===== config.mk =====
export PLATFORM = sky130hd
export DESIGN_NAME = johnson_decoder
export DESIGN_NICKNAME = d
export VERILOG_FILES = /design/src/rtl/johnson_decoder.sv
export SDC_FILE = /design/constraint.sdc
export NUM_CORES = 1
export LEC_CHECK = 0
export ABC_CLOCK_PERIOD_IN_PS = 3350
export BUFFER_PORTS_ARGS = -buffer_cell sky130_fd_sc_hd__buf_2
export CORE_MARGIN = 4
export CORE_UTILIZATION = 43
export DETAILED_ROUTE_END_ITERATION = 6
export SLEW_MARGIN = 15
export SYNTH_ARGS = -nofsm -noshare
export SYNTH_HDL_FRONTEND = slang
export SYNTH_SLANG_ARGS = --single-unit

===== constraint.sdc =====
create_clock -name clk -period 3.35 [get_ports clk]
set_input_delay 0.1675 -clock clk [delete_from_list [all_inputs] [get_ports clk]]
set_output_delay 0.1675 -clock clk [all_outputs]
set_load 0.005 [all_outputs]

===== src/rtl/johnson_decoder.sv =====
// Johnson-code decoder with sequence tracking: decodes q_in to an index,
// locks after LOCK_COUNT consecutive correct steps and counts sequence errors.
//
// state    | meaning
// UNLOCKED | no legal reference sample yet, or last sample illegal
// ACQUIRE  | have a legal reference, counting correct steps toward lock
// LOCKED   | sequence tracked; any wrong or illegal sample is an error
module johnson_decoder #(
    parameter  int WIDTH      = 4,
    parameter  int LOCK_COUNT = 3,
    localparam int N          = 2 * WIDTH,
    localparam int IDX_W      = $clog2(N)
) (
    input  logic             clk,
    input  logic             reset,
    input  logic             en,
    input  logic [WIDTH-1:0] q_in,
    output logic [IDX_W-1:0] state_idx,
    output logic [N-1:0]     onehot,
    output logic             code_valid,
    output logic             locked,
    output logic             seq_err,
    output logic [7:0]       err_count
);

    localparam int RUN_W = $clog2(LOCK_COUNT + 1);

    typedef enum logic [1:0] {
        UNLOCKED,
        ACQUIRE,
        LOCKED
    } state_t;

    state_t           state_q, state_nx;
    logic [RUN_W-1:0] run_q, run_nx;
    logic [RUN_W:0]   run_inc;
    logic             err_nx;
    logic             hit;
    logic [IDX_W-1:0] hit_idx;
    logic [IDX_W-1:0] idx_succ;
    logic             step_ok;
    logic [WIDTH-1:0] code;

    // Walk the legal sequence from all-zero and match the sample against each code.
    always_comb begin
        hit     = 1'b0;
        hit_idx = '0;
        code    = '0;
        for (int k = 0; k < N; k++) begin
            if (!hit && q_in == code) begin
                hit     = 1'b1;
                hit_idx = IDX_W'(k);
            end
            code = {code[WIDTH-2:0], ~code[WIDTH-1]};
        end
    end

    assign idx_succ = (state_idx == IDX_W'(N - 1)) ? '0 : state_idx + 1'b1;
    assign step_ok  = hit && (hit_idx == idx_succ);
    assign run_inc  = {1'b0, run_q} + 1'b1;

    always_comb begin
        state_nx = state_q;
        run_nx   = run_q;
        err_nx   = 1'b0;
        if (en) begin
            unique case (state_q)
                UNLOCKED: begin
                    if (hit) begin
                        state_nx = ACQUIRE;
                        run_nx   = '0;
                    end
                end
                ACQUIRE: begin
                    if (!hit) begin
                        state_nx = UNLOCKED;
                        run_nx   = '0;
                    end else if (step_ok) begin
                        run_nx = run_inc[RUN_W-1:0];
                        if (run_inc >= (RUN_W+1)'(LOCK_COUNT)) state_nx = LOCKED;
                    end else begin
                        run_nx = '0;
                    end
                end
                LOCKED: begin
                    if (!hit) begin
                        state_nx = UNLOCKED;
                        run_nx   = '0;
                        err_nx   = 1'b1;
                    end else if (!step_ok) begin
                        state_nx = ACQUIRE;
                        run_nx   = '0;
                        err_nx   = 1'b1;
                    end
                end
                default: begin
                    state_nx = UNLOCKED;
                    run_nx   = '0;
                end
            endcase
        end
    end

    always_ff @(posedge clk or negedge reset) begin
        if (!reset) begin
            state_q    <= UNLOCKED;
            run_q      <= '0;
            state_idx  <= '0;
            onehot     <= '0;
            code_valid <= 1'b0;
            locked     <= 1'b0;
            seq_err    <= 1'b0;
            err_count  <= '0;
        end else begin
            state_q <= state_nx;
            run_q   <= run_nx;
            locked  <= (state_nx == LOCKED);
            seq_err <= err_nx;
            if (err_nx && err_count != 8'hFF) err_count <= err_count + 8'd1;
            if (en) begin
                code_valid <= hit;
                onehot     <= hit ? (N'(1) << hit_idx) : '0;
                if (hit) state_idx <= hit_idx;
            end
        end
    end

endmodule


==> results.md <==
* TritonCTS clock tree: yes
* Max-slew violations at 0
* Initial Util at 45.1%
* CTS Root Cell: clkbuf_4
* # setup viols final at 0
* Unrepaired setup endpoints after global routing: false
* Routed vias/inst at 5.47
* Highest Clock Rate at 0.400 GHz
* Layout cell share with drive strength beyond 1 at 22.7%
* Final setup TNS at 0 ns
* Main synth FF type: dfrtp_1
* Hold-critical path depth at 3
* Asr flop ratio synth at 100%
* Worst min path class: input port to register
* Synth Area in Compound Gates at 15.3%
* Yosys top cell area share at 42.9%
* Run status: finished, final reports clean
* 1st-iter DRT viols at 66
* Fin. Hold Viols at 0
* Post-synthesis mux area share at 4.29%
* Vias in the first global route at 1197
* Row Count at 21
* Pwr per Cell Area at 432 mW/mm^2
* Max_cap viols at 0
* CTS H-tree lvls at 1
* Longest Clk Path Bufs at 2
* Largest family of logic cells by synthesized area: simple AND/OR/NAND/NOR gates
* Residual DRC count at 0
* CTS buffer count at 3
* WL final at 3.10 mm
* ANT nets after route at 0
* Worst-Skew Late Latency at 0.33 ns
* Peak supply drop at 0.222 mV
* Relative slew slack at 60.9%
* Startpoint Class: register
* Synth top area cells: dfrtp_1 43%, ha_1 4.1%, nand4b_1 4.0%
* Pleak at 0.808 nW
* Initial antenna violation count at 0
* Synthesized Nets at 171
* IO buf count at 28
* Setup Fix Bufs, Post-CTS at 0
* Die X at 67.4 microns
* Clk slew on worst S/H paths at 0.14 ns
* First-pass iteration count of the detailed router at 6
* R2R Setup Slk at 0.85 ns
* Detailed placement HPWL at 2.17 mm
* Routed via count at 1241
* Worst setup EP type: register
* CP Class: register to register
* Count leader, synth: dfrtp_1
* Worst-Margin Slew at 0.587 ns
* DIE AREA at 0.00454 sq mm
* Final core utilization at 50.9%
* DP Area at 0.00165 sq mm
* Post-synth top area cell: dfrtp_1
* Post-synthesis cell type count at 43
* Number of nets in the layout at 194
* Largest net degree at the start of global routing at 27
* Syn avg cell area at 9.54 sq um
* Crit path max fanout at 13
* Core Box Area at 0.00336 sq mm
* Post-synthesis adder-cell area fraction at 4.13%
* Die height at 67.4 microns
* Critical Path AT at 2.74 ns
* WP data required at 3.59 ns
* EDFF count, synth at 0
* Seq cells post-synth at 26
* WL/cell at 13.7 microns
* Design area at 0.00171 sq mm
* Placer congestion estimate at 0.861
* Post-synthesis sequential area ratio at 42.9%
* Post-Syn Instances at 159
* Xor/xnor share of the synthesized area at 4.04%
* Worst slack at placement at 0.887 ns
* N_diodes at 0
* Worst Reg-to-Reg Cells at 6
* Setup ws final at 0.847 ns
* Crit share post-route at 74.7%
* First-pass GRT wire length at 5.25 mm
* I/O pin cnt at 29
* Post-layout min period at 2.50 ns
* Total track usage at 15.0%
* Area grow syn2layout at 13.0%
* Synthesis warning total at 0
* Power, Total at 739 uW
* Final setup skew at 0.0134 ns
* Post-Synth Simple-Gate Area at 21.1%
* Syn Std Cell Area at 0.00152 sq mm
* Clock tree sinks at 26
* Synth top cells by count: 26 x dfrtp_1, 15 x inv_1
* Total global routing overflow at 0
-- per-stage QoR --
stage          hold slack, ns  instances
4_1_cts                 0.210        227
2_1_floorplan          -0.128        159
5_1_grt                 0.233        227
3_3_place_gp            0.202        222
3_5_place_dp            0.204        222
6_report                0.213        227
-- critical path, stage by stage, from the launching register on --
cell and delay [ns]:
dfrtp_1 0.48, ha_1 0.22, ha_1 0.33, o41ai_1 0.35, o2111ai_2 0.37, or3_1 0.50
o221ai_2 0.18
-- layout make-up --
class,instances,area (sq um)
timing repair buffer,29,150
sequential,26,651
tap,46,57.6
inverter,16,60.1
fill,342,1650
clock buffer,3,22.5
clock inverter,1,30.0
multi-input combinational,106,742
-- cells in the final DEF (no fill, tap or decap), types with 2 or more instances in the layout --
cell / n
nand2_1: 9
inv_1: 15
ha_1: 5
nand2b_1: 3
mux2_2: 2
and4_1: 3
nand4b_1: 7
nor2_1: 9
and3_1: 2
mux2i_1: 2
dfrtp_1: 26
xor2_1: 2
o22ai_1: 4
nand3_1: 4
o21ai_0: 9
o31ai_1: 2
mux2_1: 2
buf_2: 28
a21oi_1: 9
xnor2_1: 5
clkbuf_4: 3
nand4_1: 6
and2_1: 2
or3_1: 2
nor3_1: 3
-- path summary, 6_finish.rpt --
| check | from | to |
|---|---|---|
| min in group asynchronous | reset | onehot[0] |
| worst max-delay path | state_idx[1] | run_q[1] |
| worst max register to register | state_idx[1] | run_q[1] |
| worst min-delay path | q_in[2] | onehot[3] |
| worst min register to register | onehot[3] | onehot[3] |
| max in group asynchronous | reset | code_valid |
-- where the power goes --
group	internal (mW)	switching (mW)	leakage (nW)	total, mW
Combinational	0.0657	0.0906	0.437	0.156
Sequential	0.339	0.0257	0.343	0.365
Clock	0.121	0.0972	0.0279	0.218
Total	0.526	0.213	0.808	0.739
-- flip-flops by register name, indices dropped and copies added (netlist names) --
| register | count |
|---|---|
| locked | 1 |
| state_q | 2 |
| state_idx | 3 |
| code_valid | 1 |
| onehot | 8 |
| seq_err | 1 |
| err_count | 8 |
| run_q | 2 |
-- kinds of logic after synthesis --
group / after synthesis
compound gates: 34
mux: 6
flops: 26
buf+inv: 27
fa+ha+maj: 5
simple gates: 54
xor+xnor: 7
-- per-layer routing --
| metal | share of wire (%) | up-vias | track usage [%] |
|---|---|---|---|
| li1 | - | 612 | - |
| met1 | 47 | 592 | 19.4 |
| met2 | 47 | 31 | 25.0 |
| met3 | 4.0 | 6 | 2.16 |
| met4 | 1.6 | 0 | 6.58 |
| met5 | 0 | - | 0 |
-- repair_timing --
action	in CTS	in global routing
gates resized for setup	0	0
hold endpoints to repair	26	0
hold buffers	1	0
Note: power is estimated with default switching activity, not from simulation.
